File: src/rtl/mont_mul_defines.v
// mont_mul_defines: shared Montgomery multiplier operand, state and width encodings
`ifndef MONT_MUL_DEFINES_V
`define MONT_MUL_DEFINES_V
`define MONT_MUL_OPERAND_A 2'd0
`define MONT_MUL_OPERAND_B 2'd1
`define MONT_MUL_OPERAND_N 2'd2
`define MONT_MUL_SEQ_ST_IDLE 3'd0
`define MONT_MUL_SEQ_ST_LOAD 3'd1
`define MONT_MUL_SEQ_ST_START 3'd2
`define MONT_MUL_SEQ_ST_WAIT 3'd3
`define MONT_MUL_SEQ_ST_DRAIN 3'd4
`define MONT_MUL_WORD_W 32
`define MONT_MUL_OPND_W 128
`endif

File: src/rtl/mont_mul_seq_pkg.sv
// mont_mul_seq_pkg: types, load-count constants and word selection for the multiplier sequencer
`include "mont_mul_defines.v"
package mont_mul_seq_pkg;
  localparam int WORD_W = `MONT_MUL_WORD_W;
  localparam int OPND_W = `MONT_MUL_OPND_W;
  localparam logic [1:0] OP_A = `MONT_MUL_OPERAND_A;
  localparam logic [1:0] OP_B = `MONT_MUL_OPERAND_B;
  localparam logic [1:0] OP_N = `MONT_MUL_OPERAND_N;
  localparam logic [3:0] LOADS_FULL = 4'd12;
  localparam logic [3:0] LOADS_SKIP_N = 4'd8;
  typedef enum logic [2:0] {
    ST_IDLE  = `MONT_MUL_SEQ_ST_IDLE,
    ST_LOAD  = `MONT_MUL_SEQ_ST_LOAD,
    ST_START = `MONT_MUL_SEQ_ST_START,
    ST_WAIT  = `MONT_MUL_SEQ_ST_WAIT,
    ST_DRAIN = `MONT_MUL_SEQ_ST_DRAIN
  } state_t;
  function automatic logic [1:0] load_operand(input logic [3:0] idx);
    return idx[3] ? OP_N : idx[2] ? OP_B : OP_A;
  endfunction
  function automatic logic [WORD_W-1:0] load_word(input logic [OPND_W-1:0] a, b, n, input logic [3:0] idx);
    logic [OPND_W-1:0] src;
    src = idx[3] ? n : idx[2] ? b : a;
    return src[32'(idx[1:0]) * WORD_W +: WORD_W];
  endfunction
endpackage

File: src/rtl/mont_mul_seq_drain.sv
// mont_mul_seq_drain: serialises a 128-bit product into four 32-bit ready/valid words
module mont_mul_seq_drain
  import mont_mul_seq_pkg::*;
(
  input  logic              clk,
  input  logic              rst,
  input  logic              load,
  input  logic [OPND_W-1:0] data,
  input  logic              err,
  input  logic              rsp_ready,
  output logic              rsp_valid,
  output logic [WORD_W-1:0] rsp_word,
  output logic              rsp_last,
  output logic              rsp_error,
  output logic              done
);
  logic [OPND_W-1:0] res_r;
  logic [1:0] k;
  assign done = rsp_valid && rsp_ready && rsp_last;
  // capture the product on load, then step one word per handshake
  always_ff @(posedge clk) begin
    if (rst) begin
      rsp_valid <= 1'b0;
      rsp_word  <= '0;
      rsp_last  <= 1'b0;
      rsp_error <= 1'b0;
      k         <= '0;
    end else if (load) begin
      res_r     <= data;
      rsp_valid <= 1'b1;
      rsp_word  <= data[WORD_W-1:0];
      rsp_last  <= 1'b0;
      rsp_error <= err;
      k         <= '0;
    end else if (rsp_valid && rsp_ready) begin
      rsp_valid <= !rsp_last;
      rsp_word  <= res_r[32'(k + 2'd1) * WORD_W +: WORD_W];
      rsp_last  <= k == 2'd2;
      k         <= k + 2'd1;
    end
  end
endmodule

File: src/rtl/mont_mul_seq.sv
// mont_mul_seq: Montgomery multiplier host sequencer (load, start, watchdog, drain); MONT_MUL_SEQ_N_CACHE_EN skips reloading an unchanged N
module mont_mul_seq
  import mont_mul_seq_pkg::*;
#(
  parameter int TIMEOUT = 1023
) (
  input  logic              clk,
  input  logic              rst,
  input  logic              cmd_valid,
  output logic              cmd_ready,
  input  logic [OPND_W-1:0] cmd_a,
  input  logic [OPND_W-1:0] cmd_b,
  input  logic [OPND_W-1:0] cmd_n,
  output logic              mm_in_valid,
  output logic [WORD_W-1:0] mm_in_word,
  output logic [1:0]        mm_in_operand,
  output logic [1:0]        mm_in_offset,
  output logic              mm_start,
  input  logic [OPND_W-1:0] mm_result,
  input  logic              mm_valid,
  output logic              rsp_valid,
  input  logic              rsp_ready,
  output logic [WORD_W-1:0] rsp_word,
  output logic              rsp_last,
  output logic              rsp_error,
  output logic              busy
);
  state_t state;
  logic [OPND_W-1:0] a_r, b_r, n_r;
  logic [3:0] idx, last_idx;
  logic [15:0] wd;
  logic drain_load, drain_done, skip_n, load_end;
  assign busy = state != ST_IDLE;
  assign load_end = state == ST_LOAD && idx == last_idx;
  assign drain_load = state == ST_WAIT && (mm_valid || wd == 16'(TIMEOUT));
`ifdef MONT_MUL_SEQ_N_CACHE_EN
  logic [OPND_W-1:0] n_cached;
  logic n_cache_vld;
  assign skip_n = n_cache_vld && cmd_n == n_cached;
  // remember the last fully loaded N; a timeout leaves the multiplier state unknown
  always_ff @(posedge clk) begin
    if (rst) begin
      n_cache_vld <= 1'b0;
    end else if (load_end && last_idx == LOADS_FULL) begin
      n_cached    <= n_r;
      n_cache_vld <= 1'b1;
    end else if (drain_load && !mm_valid) begin
      n_cache_vld <= 1'b0;
    end
  end
`else
  assign skip_n = 1'b0;
`endif
  // control FSM: the first word goes out on the accepting edge so loads start at T+1
  always_ff @(posedge clk) begin
    if (rst) begin
      state         <= ST_IDLE;
      cmd_ready     <= 1'b0;
      mm_in_valid   <= 1'b0;
      mm_in_word    <= '0;
      mm_in_operand <= '0;
      mm_in_offset  <= '0;
      mm_start      <= 1'b0;
      idx           <= '0;
      last_idx      <= LOADS_FULL;
      wd            <= '0;
    end else begin
      mm_in_valid <= 1'b0;
      mm_start    <= 1'b0;
      case (state)
        ST_IDLE: begin
          cmd_ready <= !(cmd_valid && cmd_ready);
          if (cmd_valid && cmd_ready) begin
            a_r           <= cmd_a;
            b_r           <= cmd_b;
            n_r           <= cmd_n;
            mm_in_valid   <= 1'b1;
            mm_in_word    <= load_word(cmd_a, cmd_b, cmd_n, 4'd0);
            mm_in_operand <= OP_A;
            mm_in_offset  <= 2'd0;
            idx           <= 4'd1;
            last_idx      <= skip_n ? LOADS_SKIP_N : LOADS_FULL;
            state         <= ST_LOAD;
          end
        end
        ST_LOAD: begin
          if (load_end) begin
            mm_start <= 1'b1;
            state    <= ST_START;
          end else begin
            mm_in_valid   <= 1'b1;
            mm_in_word    <= load_word(a_r, b_r, n_r, idx);
            mm_in_operand <= load_operand(idx);
            mm_in_offset  <= idx[1:0];
            idx           <= idx + 4'd1;
          end
        end
        ST_START: begin
          wd    <= '0;
          state <= ST_WAIT;
        end
        ST_WAIT: begin
          wd    <= wd + 16'd1;
          state <= drain_load ? ST_DRAIN : ST_WAIT;
        end
        ST_DRAIN: begin
          cmd_ready <= drain_done;
          state     <= drain_done ? ST_IDLE : ST_DRAIN;
        end
        default: state <= ST_IDLE;
      endcase
    end
  end
  mont_mul_seq_drain u_drain (
    .clk       (clk),
    .rst       (rst),
    .load      (drain_load),
    .data      (mm_valid ? mm_result : '0),
    .err       (!mm_valid),
    .rsp_ready (rsp_ready),
    .rsp_valid (rsp_valid),
    .rsp_word  (rsp_word),
    .rsp_last  (rsp_last),
    .rsp_error (rsp_error),
    .done      (drain_done)
  );
endmodule

File: config.mk
export PLATFORM = sky130hd
export DESIGN_NAME = mont_mul_seq
export DESIGN_NICKNAME = d
export VERILOG_FILES = /design/src/rtl/mont_mul_seq_pkg.sv /design/src/rtl/mont_mul_seq_drain.sv /design/src/rtl/mont_mul_seq.sv
export VERILOG_INCLUDE_DIRS = /design/src /design/src/rtl
export SDC_FILE = /design/constraint.sdc
export NUM_CORES = 1
export LEC_CHECK = 0
export BUFFER_PORTS_ARGS = -buffer_cell sky130_fd_sc_hd__buf_2
export CAP_MARGIN = 20
export CORE_UTILIZATION = 25
export DETAILED_ROUTE_END_ITERATION = 6
export HOLD_SLACK_MARGIN = 0.03
export PLACE_DENSITY = 0.42
export SETUP_SLACK_MARGIN = 0.4
export SKIP_LAST_GASP = 1
export SYNTH_ARGS = -nofsm -noshare
export SYNTH_HDL_FRONTEND = slang
export SYNTH_HIERARCHICAL = 1
export SYNTH_SLANG_ARGS = --single-unit
export TNS_END_PERCENT = 50
File: constraint.sdc
create_clock -name clk -period 23.1 [get_ports clk]
set_input_delay 1.155 -clock clk [delete_from_list [all_inputs] [get_ports clk]]
set_output_delay 1.155 -clock clk [all_outputs]
set_load 0.02 [all_outputs]
== After elaboration in Yosys (flattened, before gate mapping) ==
Cells that the tools add are included.

* Register bits: 611
* Output and inout bits: 75
* Logic and storage cells: 89

* Add/subtract/negate cells: 4
* Equality and inequality tests: 10
* Shift-type cells: 2
* Mux-type cells: 31
* Bitwise logic cells: 2
* Reduce and logical (&&, ||, !) cells: 21

{| class="wikitable"
|+ Operator list
! kind !! count
|-
| two-way mux 128 bit || 2
|-
| two-way mux 32 bit || 5
|-
| indexed part select 128 x 33 -> 32 bit || 1
|-
| indexed part select 128 x 8 -> 32 bit || 1
|-
| case mux 32 bit (2 select lines) || 1
|-
| case mux 16 bit (2 select lines) || 1
|-
| adder 16 x 1 -> 16 bit (second input constant) || 1
|-
| equality test 16 x 10 -> 1 bit (second input constant) || 1
|-
| case mux 3 bit (5 select lines) || 1
|-
| two-way mux 3 bit || 4
|-
| two-way mux 2 bit || 4
|-
| two-way mux 4 bit || 2
|-
| case mux 2 bit (2 select lines) || 2
|-
| case mux 4 bit (2 select lines) || 1
|-
| nonzero test 2 bit || 4
|-
| equality test 3 x 2 -> 1 bit (second input constant) || 2
|-
| two-way mux 1 bit || 6
|-
| != test 2 bit (second input constant) || 3
|-
| AND reduction 3 bit || 2
|-
| logical AND 1 bit || 5
|-
| adder 4 x 1 -> 4 bit (second input constant) || 1
|-
| equality test 4 bit (second input constant) || 1
|-
| case mux 1 bit (2 select lines) || 2
|-
| AND reduction 2 bit || 2
|-
| 11 further kinds || 15
|}

== Longest topological paths before layout ==
Gate-level depths: netlist of run 1.

* Depth in word-level cells: 5
* Mapped depth: 11
* Mapped depth without buffers: 7

== Cells and area by module ==
The synthesis of run 1 kept the hierarchy.

{| class="wikitable"
|+ Modules (own cells, without submodules)
! module !! times used !! cells each !! area each (um2)
|-
| mont_mul_seq || 1 || 1237 || 18213.7
|-
| mont_mul_seq_drain || 1 || 308 || 5232.5
|}

== Worst setup path after synthesis of run 1 ==
Ideal clock, no wire load.

* Path kind: input-to-reg
* From: input rst
* To: register a_r[0], enable pin
* Arrival time: 17.463 ns
* Data required time: 21.963 ns
* Setup slack: 4.500 ns
* Stages: 3
* Buffers on the path: 2
* Path through: buf_1 clkbuf_1 nor2_1

* Word-level cells in the longest chain between the ends: 2

{| class="wikitable"
|+ Ends and longest elaborated chain
! item !! line !! text
|-
| start: declaration || mont_mul_seq.sv:8 || <nowiki>input logic rst,</nowiki>
|-
| NOT 1 bit (no line) || - ||
|-
| AND reduction 3 bit (no line) || - ||
|-
| end signal: assignment || mont_mul_seq.sv:74 || <nowiki>a_r <= cmd_a;</nowiki>
|-
| end: declaration || mont_mul_seq.sv:29 || <nowiki>logic [OPND_W-1:0] a_r, b_r, n_r;</nowiki>
|}

Every way passes these cells.
A chain may end at the register's enable or synchronous reset.

== Final worst setup path of run 1 ==
* From: register state[0]
* To: register u_drain.res_r[91], enable pin

* Word-level cells in the longest chain between the ends: 3

{| class="wikitable"
|+ Ends and longest elaborated chain
! item !! line !! text
|-
| start: declaration || mont_mul_seq.sv:28 || <nowiki>state_t state;</nowiki>
|-
| start signal: assignment || mont_mul_seq.sv:104 || <nowiki>state <= drain_load ? ST_DRAIN : ST_WAIT;</nowiki>
|-
| start signal: assignment || mont_mul_seq.sv:108 || <nowiki>state <= drain_done ? ST_IDLE : ST_DRAIN;</nowiki>
|-
| equality test 3 x 2 -> 1 bit || mont_mul_seq.sv:35 || <nowiki>assign drain_load = state == ST_WAIT && (mm_valid || wd == 16'(TIMEOUT));</nowiki>
|-
| logical AND 1 bit || mont_mul_seq.sv:35 ||
|-
| named net drain_load || mont_mul_seq.sv:32 || <nowiki>logic drain_load, drain_done, skip_n, load_end;</nowiki>
|-
| AND reduction 2 bit (no line) || - ||
|-
| end signal: assignment || mont_mul_seq_drain.sv:29 || <nowiki>res_r <= data;</nowiki>
|-
| end: declaration || mont_mul_seq_drain.sv:17 || <nowiki>logic [OPND_W-1:0] res_r;</nowiki>
|}

The timed path passes the listed nets, and every way through them passes these cells.

==> results_dict.tcl, run 1 <==
set metrics [dict create \
    status "finished clean" \
    num_vias 15504 \
    yosys-top-cells-area "edfxtp_1 (61%), dfxtp_1 (8.5%), mux2i_1 (6.9%), and2_1 (3.5%), a22oi_1 (2.0%)" \
    synth_nets 2066 \
    coreArea_um2 92200 \
    synth_ff_type "edfxtp_1" \
    cts_tree "yes" \
    cts_num_sinks 579 \
    clock_skew_ns 0.0267 \
    syn_inst 1545 \
    htree_levels 3 \
    synth_top_area_cell "edfxtp_1" \
    floorplan.initialDensity_pct 25.4 \
    yosysTopAreaCellShare_pct 61.5 \
    drive_gt1_share_pct 35.8 \
    firstDrtPassIters 5 \
    area_growth_pct 28.1 \
    dp_hpwl_um 55000 \
    avgViaCountPerCell 4.53 \
    final_cells 3426 \
    hold_viol 0 \
    drc 0 \
    path_buf_inv 2 \
    numPortBuffers 591 \
    clock_latency_ns 0.63 \
    nFillCells 9280 \
    power_mw 2.48 \
    rrSetupSlack_ns 18.72 \
    avgSynthCellArea_um2 15.2 \
    dp_cells 3286 \
    io-pin-count 592 \
    crit_path_max_fanout 78 \
    holdPathStages 2 \
    p_leak_nw 10.6 \
    fp.dieH_um 308 \
    drt-initial-drc-count 991 \
    synth-edff-count 480 \
    tightest_slew_ns 1.14 \
    critPathMostFrequentCell "buf_4" \
    clk_pin_slew_worst_paths_ns 0.06 \
    vdd_drop_max_uv 50.8 \
    max_slew_margin_pct 24.3 \
    worst-path-stages 6 \
    post-route-period-util_pct 19.0 \
    num-nets-final 2637 \
    grt_usage_pct 16.3 \
    fmax_ghz 0.228 \
    synth_area_um2 23400 \
    async_reset_ff_share_pct 0 \
    grt_max_degree 157 \
    ctsRootBufferMaster "clkbuf_16" \
    layout_min_cycle_time_ns 4.38 \
    row_count 111 \
    synth_cell_types 58 \
    hold_buffers 0 \
    holdWs_ns 0.464 \
    yosysWarnings 6 \
    cts_made_buffers 70 \
    cts_max_path_buffers 3 \
    dieArea_um2 95000 \
    cp.arrival_ns 4.62 \
    cts_resized 0 \
    synth-seq-area-share_pct 69.9 \
    totalWireLength_um 79600 \
    startpoint_type "flop" \
    drv_slew 0 \
    crit_chain "nand3_1 -> or3_1 -> a21oi_4 -> buf_4 -> nor2b_4 -> buf_4" \
    p_per_area_nw_per_um2 82.7 \
    final_common_cell "buf_2" \
    rsz0062_at_grt "false" \
    pre_cts_ws_ns 18.72 \
    antenna_found_initial 39 \
    required_ns 23.33 \
    overflow 0 \
    finalSetupTns_ns 0 \
    reg2regPathDepth 6 \
    setup_slack_ns 18.72 \
    end_kind "flop" \
    grt_first_pass_wirelength_um 113000 \
    cap_viol_max_count 0 \
    cts_setup_buffers 0 \
    die_w_um 308 \
    slowest_delay_ns 0.89 \
    ys_seq_elements 579 \
    grt_pass1_vias 16133 \
    path_delay_family "buffers and inverters" \
    crit_type "flop to flop" \
    finalSetupViolCount 0 \
    gp_congestion 0.775 \
    ant_nets 0 \
    wl_per_cell_um 23.2 \
    final_cell_mix "buf_2 (590), edfxtp_1 (480), mux2i_1 (161), and2_1 (132), dfxtp_1 (95)" \
    slowest_stage "dfxtp_1" \
    hold_class "flop to flop" \
]
==> report_power, final <==
part / switching [mW] / internal [mW] / total [mW]
sequential: 0.0158 / 1.17 / 1.19
clock: 0.451 / 0.639 / 1.09
combinational: 0.129 / 0.0789 / 0.207
total: 0.596 / 1.89 / 2.48
==> state kept, by name, summed over array words and instances, names as in the netlist, 3 cells and up <==
| signal | count |
|---|---|
| a_r | 128 |
| b_r | 128 |
| idx | 4 |
| mm_in_word | 32 |
| n_r | 128 |
| state | 3 |
| u_drain/res_r | 96 |
| u_drain/rsp_word | 32 |
| wd | 16 |
==> synth_stat cells, types with 18 or more instances <==
master    instances
nand2_1          58
a21oi_1          18
a32o_1           32
nor2_1           50
a311oi_1         30
a22oi_1          64
nand2b_1         36
clkbuf_1         79
o22a_1           31
mux2i_1         161
buf_2            28
nand3_1          45
a32oi_1          32
dfxtp_1          99
mux2_4           29
and2_1          132
edfxtp_1        480
a221o_1          32
==> per-stage QoR <==
stage | util (%) | area, µm²
floorplan | - | 23400
global placement | 30.0 | 27700
detailed placement | 30.0 | 27700
CTS | 32.5 | 30000
global route | 32.5 | 30000
finish | 32.6 | 30000
==> worst register-to-register path, stage by stage, from the launching register on <==
cell	delay (ns)
dfxtp_1	0.89
nand3_1	0.25
or3_1	0.43
a21oi_4	0.15
buf_4	0.67
nor2b_4	0.65
buf_4	0.86
==> metal layers <==
layer  track usage, %  part of all wire (%)
met5                0                  0.22
met4             5.18                   2.2
met3             4.12                   6.0
met2             29.0                    51
met1             19.1                    41
==> worst paths after layout <==
| path | startpoint | endpoint |
|---|---|---|
| setup / recovery | state[0] | u_drain/res_r[91] |
| hold / removal | mm_in_operand[1] | mm_in_operand[1] |
| setup reg to reg | state[0] | u_drain/res_r[91] |
| hold reg to reg | mm_in_operand[1] | mm_in_operand[1] |
==> cell type report <==
class / count / area [µm²] / share of cell area (%)
antenna: 12 / 30.0 / 0.100
clock buffer: 89 / 1930 / 6.41
clock inverter: 38 / 338 / 1.13
inverter: 7 / 26.3 / 0.0875
multi-input combinational: 841 / 6560 / 21.8
sequential: 579 / 16400 / 54.6
tap: 1243 / 1560 / 5.18
timing repair buffer: 617 / 3190 / 10.6
==> kinds of logic (layout without fill, tap and decap cells) <==
family	count (synthesis)	in the layout	share of synthesized area (%)
AOI/OAI and AO/OA	270	270	9.57
xor gates and xnor gates	6	6	0.224
adders and majority gates	4	4	0.213
buffers and inverters	125	751	2.47
DFF	579	579	69.9
muxes	195	195	9.07
other	0	12	0
and+or+nand+nor	366	366	8.53
Power figures use the tool's default switching activity.
==> run 2, diff against run 1 <==
==> constraint.sdc (replaced) <==
create_clock -name clk -period 4.55 [get_ports clk]
set_input_delay 0.2275 -clock clk [delete_from_list [all_inputs] [get_ports clk]]
set_output_delay 0.2275 -clock clk [all_outputs]
set_load 0.02 [all_outputs]
==> run 2 against run 1 <==
Sequential power increased to 5.1 times the previous value. Critical path depth did not move. First-iteration DRC count grew 22%. Final cell count up 15%. Register-to-register slack worse by 17 ns. Global-route usage grew 1.1 points. Count of clock-buffer cells in the layout up 6. Worst setup slack worse by 17 ns. Utilization is 5.8 points higher. Via count is 15% higher. Non-clock buffer count increased by 510. Sequential share of layout area fell by 8.2 points.
==> results_dict.tcl, run 2 (synthesis results as in run 1) <==
set metrics [dict create \
    drc 0 \
    firstDrtPassIters 7 \
    status "finished clean" \
    antenna_found_initial 11 \
    final_common_cell "buf_2" \
    overflow 0 \
    p_switching_mw 3.24 \
    cts_tree "yes" \
    die_w_um 308 \
    final_cells 3939 \
    use_met2_pct 29.8 \
    fp.dieH_um 308 \
    hold_class "input port to flop" \
    avgViaCountPerCell 4.52 \
    clock_latency_ns 0.65 \
    htree_levels 3 \
    post-route-period-util_pct 68.2 \
    dp_cells 3287 \
    final_cell_mix "buf_2 (590), dlygate4sd3_1 (510), edfxtp_1 (480), mux2i_1 (161), and2_1 (132)" \
    layout_min_cycle_time_ns 3.10 \
    floorplan.initialDensity_pct 25.4 \
    grt_first_pass_wirelength_um 122000 \
    p_leak_nw 12.8 \
    row_count 111 \
    cts_num_sinks 579 \
    totalWireLength_um 84900 \
    p_comb_share_pct 10.7 \
    gp_congestion 0.810 \
    drv_slew 0 \
    io-pin-count 592 \
    holdWs_ns 0.0854 \
    cap_viol_max_count 0 \
    numPortBuffers 591 \
    p_per_area_nw_per_um2 378 \
    tightest_slew_ns 1.08 \
    required_ns 4.87 \
    vdd_drop_max_uv 283 \
    largestRegisters "a_r: 128 flops, b_r: 128 flops, n_r: 128 flops" \
    use_met1_pct 21.5 \
    grt_pass1_vias 18890 \
    clk_pin_slew_worst_paths_ns 0.06 \
    drt-initial-drc-count 1212 \
    crit_path_max_fanout 30 \
    swShare_pct 24.3 \
    grt_usage_pct 17.5 \
    startpoint_type "flop" \
    cts_resized 0 \
    cts_max_path_buffers 3 \
    cp.arrival_ns 3.42 \
    coreArea_um2 92200 \
    num_vias 17817 \
    grt_max_degree 173 \
    crit_type "flop to flop" \
    grt_busiest_layer "met2" \
    max_slew_margin_pct 27.8 \
    num-nets-final 3150 \
    dieArea_um2 95000 \
    area_growth_pct 50.8 \
    ctsRootBufferMaster "clkbuf_16" \
    hold_viol 0 \
    finalSetupViolCount 0 \
    use_met3_pct 3.55 \
    drive_gt1_share_pct 29.3 \
    wl_per_cell_um 21.5 \
    end_kind "flop" \
    dp_hpwl_um 57300 \
    internal_power_mw 10.1 \
    ant_nets 0 \
    fmax_ghz 0.322 \
    sequentialPowerShare_pct 45.3 \
    clock_skew_ns 0.0309 \
    rsz0062_at_grt "false" \
    clockPowerShare_pct 44.1 \
    cts_made_buffers 73 \
]
## run 2: changes by cell type in the layout (fill, tap and decap cells not counted), sizes merged
| cell | delta |
|---|---|
| inv | +1 |
| bufinv | +3 |
| clkinvlp | +4 |
| clkbuf | +6 |
| clkinv | -6 |
| diode | -5 |
| dlygate4sd3 | +510 |
## run 2: worst paths after layout
| path | from | to | slack [ns] | cells after the start |
|---|---|---|---|---|
| max | wd[2] | u_drain/res_r[126] | 1.45 | 6 |
| min | mm_result[11] | u_drain/rsp_word[11] | 0.09 | 4 |
| max reg2reg | wd[2] | u_drain/res_r[126] | 1.45 | 6 |
| min reg2reg | mm_in_offset[1] | mm_in_offset[1] | 0.46 | 2 |
## run 2: final cells by class
cell class | instances | area (µm²)
fill | 8936 | 56900
sequential | 579 | 16400
timing repair buffer | 1127 | 8360
multi-input combinational | 841 | 6560
clock buffer | 95 | 1950
tap | 1243 | 1560
clock inverter | 40 | 482
inverter | 7 | 26.3
antenna | 7 | 17.5
## run 2: metrics by stage
step                      total power, mW  cell area (µm²)   TNS, ns  util (%)  worst slack (ns)
after floorplan                      6.66            23500  -1185.16         -             -2.56
after global placement               7.18            27800         0      30.1              1.52
after detailed placement             7.21            27800         0      30.1              1.42
after CTS                            13.6            35300         0      38.3              1.40
after global routing                 13.8            35400         0      38.3              1.28
final                                13.4            35400         0      38.3              1.45
## run 2: what timing repair did
action                    CTS  global route
hold buffers              510             0
setup buffers               0             0
hold endpoints to repair  542             0
## run 2: critical path, cell delays in order, from the launching register on
cell     delay [ns]
dfxtp_1        0.49
and4_2         0.36
nand2_1        0.06
or3_1          0.43
a21oi_4        0.19
nor2b_4        0.84
buf_4          0.38
## run 2: per-layer routing
metal | vias to the layer above | part of all wire, %
met5 | - | 0.046
met2 | 623 | 49
li1 | 8233 | -
met1 | 8794 | 41
met3 | 159 | 5.8
met4 | 8 | 3.5
## run 2: power by group through the flow
| stage | sequential, mW | combinational [mW] | clock, mW |
|---|---|---|---|
| floorplan | 6.19 | 0.470 | 0 |
| global placement | 6.15 | 1.03 | 0 |
| detailed placement | 6.16 | 1.05 | 0 |
| CTS | 6.05 | 1.43 | 6.08 |
| global route | 6.06 | 1.53 | 6.25 |
| finish | 6.05 | 1.42 | 5.88 |
==> run 3, diff against run 2 <==
==> constraint.sdc (replaced) <==
create_clock -name clk -period 3.24 [get_ports clk]
set_input_delay 0.162 -clock clk [delete_from_list [all_inputs] [get_ports clk]]
set_output_delay 0.162 -clock clk [all_outputs]
set_load 0.02 [all_outputs]
==> run 3 against run 2 <==
Utilization increased by 0.076 points. Global-route usage increased by 0.16 points. Non-clock buffer count increased by 17. Cell area increased by 0.20%. Critical path type unchanged.
==> results_dict.tcl, run 3 (synthesis results as in run 1) <==
set metrics [dict create \
    status "finished clean" \
    grt_first_pass_wirelength_um 123000 \
    ctsRootBufferMaster "clkbuf_16" \
    vdd_drop_max_uv 369 \
    finalSetupTns_ns 0 \
    fmax_ghz 0.374 \
    drive_gt1_share_pct 29.6 \
    finalSetupViolCount 0 \
    num-nets-final 3165 \
    crit_type "flop to flop" \
    rsz0062_at_grt "false" \
    dieArea_um2 95000 \
    path_delay_family "simple AND/OR/NAND/NOR gates" \
    wl_per_cell_um 21.6 \
    cap_viol_max_count 0 \
    crit_path_max_fanout 71 \
    slowest_stage "dfxtp_1" \
    p_per_area_nw_per_um2 516 \
    cts_num_sinks 579 \
    hp-start "mm_result[11]" \
    numPortBuffers 591 \
    io-pin-count 592 \
    cts_max_path_buffers 3 \
    hold_class "input port to flop" \
    post-route-period-util_pct 82.6 \
    end_kind "flop" \
    hold_viol 0 \
    grt_max_degree 130 \
    final_cell_mix "buf_2 (590), dlygate4sd3_1 (513), edfxtp_1 (480), mux2i_1 (161), and2_1 (132)" \
    grt_pass1_vias 19071 \
    r2r-start "wd[2]" \
    p_leak_nw 12.9 \
    startpoint "wd[2]" \
    clock_skew_ns 0.0210 \
    final_area_um2 35400 \
    required_ns 3.73 \
    crit_chain "and4_2 -> nand2_1 -> or3_1 -> a21oi_4 -> buf_12 -> a211oi_4 -> buf_4 -> a32o_1" \
    ant_nets 0 \
    firstDrtPassIters 7 \
    htree_levels 3 \
    area_growth_pct 51.1 \
    layout_min_cycle_time_ns 2.68 \
    avgViaCountPerCell 4.50 \
    place_area_um2 28000 \
    fp.dieH_um 308 \
    gp_congestion 0.805 \
    path_buf_inv 2 \
    tightest_slew_ns 0.995 \
    max_slew_margin_pct 33.0 \
    cp.arrival_ns 3.17 \
    clk_pin_slew_worst_paths_ns 0.06 \
    floorplan.initialDensity_pct 25.4 \
    drt-initial-drc-count 1232 \
    cts_made_buffers 71 \
    die_w_um 308 \
    totalWireLength_um 85200 \
    num_vias 17803 \
    drv_slew 0 \
    slowest_delay_ns 0.48 \
    coreArea_um2 92200 \
    overflow 0 \
    startpoint_type "flop" \
    dp_hpwl_um 57100 \
    row_count 111 \
    cts_tree "yes" \
    clock_latency_ns 0.61 \
    final_common_cell "buf_2" \
    drc 0 \
    grt_usage_pct 17.6 \
    largestRegisters "a_r: 128 flops, b_r: 128 flops, n_r: 128 flops" \
    antenna_found_initial 20 \
]
run 3: changes by cell type in the layout (fill, tap and decap cells not counted), moves of 2 or more:
cell,before,now
clkinv_8,3,1
buf_12,8,17
bufinv_16,7,2
clkbuf_1,18,13
diode_2,7,11
clkbuf_8,4,10
clkinvlp_4,5,2
dlygate4sd3_1,510,513
clkinv_2,10,13
buf_4,19,24
run 3: cell type report:
| type | count | area, µm² |
|---|---|---|
| antenna | 11 | 27.5 |
| sequential | 579 | 16400 |
| clock inverter | 33 | 254 |
| multi-input combinational | 841 | 6560 |
| fill | 8832 | 56800 |
| tap | 1243 | 1560 |
| clock buffer | 95 | 1990 |
| timing repair buffer | 1144 | 8610 |
| inverter | 7 | 26.3 |
run 3: final timing paths:
check / end / slack, ns / cells past startpoint
hold / removal: u_drain/rsp_word[11] / 0.08 / 4
setup reg to reg: u_drain/rsp_word[5] / 0.56 / 8
hold reg to reg: u_drain/rsp_word[11] / 0.47 / 1
setup / recovery: u_drain/rsp_word[5] / 0.56 / 8
run 3: through the flow:
stage / worst slack (ns) / instances / utilization, % / power [mW] / hold slack [ns]
global route: 0.412 / 3949 / 38.4 / 18.9 / 0.0990
global placement: 0.653 / 3300 / 30.4 / 10.2 / 0.339
floorplan: -3.87 / 1545 / - / 9.35 / 0.261
finish: 0.563 / 3953 / 38.4 / 18.3 / 0.0819
CTS: 0.604 / 3942 / 38.4 / 18.5 / 0.0368
detailed placement: 0.623 / 3301 / 30.4 / 10.2 / 0.340
run 3: power breakdown:
part | total [mW] | internal (mW) | switching, mW
logic | 2.08 | 0.998 | 1.08
registers | 8.46 | 8.35 | 0.117
clock network | 7.73 | 4.49 | 3.24
total | 18.3 | 13.8 | 4.43
run 3: repair_timing:
action | 4_1_cts | 5_1_grt
buffers inserted | 0 | 0
gates resized for setup | 0 | 1
endpoints found under the setup margin | 0 | 9
hold endpoints to repair | 549 | 0
hold buffers | 513 | 0
run 3: worst reg2reg max path, cell delays in order (launching register included):
cell      delay, ns
dfxtp_1        0.48
and4_2         0.37
nand2_1        0.06
or3_1          0.43
a21oi_4        0.20
buf_12         0.31
a211oi_4       0.18
buf_4          0.28
a32o_1         0.25
run 3: metal layers:
layer / global-route usage, % / share of wire, % / vias up
li1: - / - / 8262
met1: 21.5 / 42 / 8756
met2: 29.7 / 48 / 592
met3: 3.58 / 5.3 / 177
met4: 8.27 / 4.5 / 16
met5: 0 / 0.12 / -
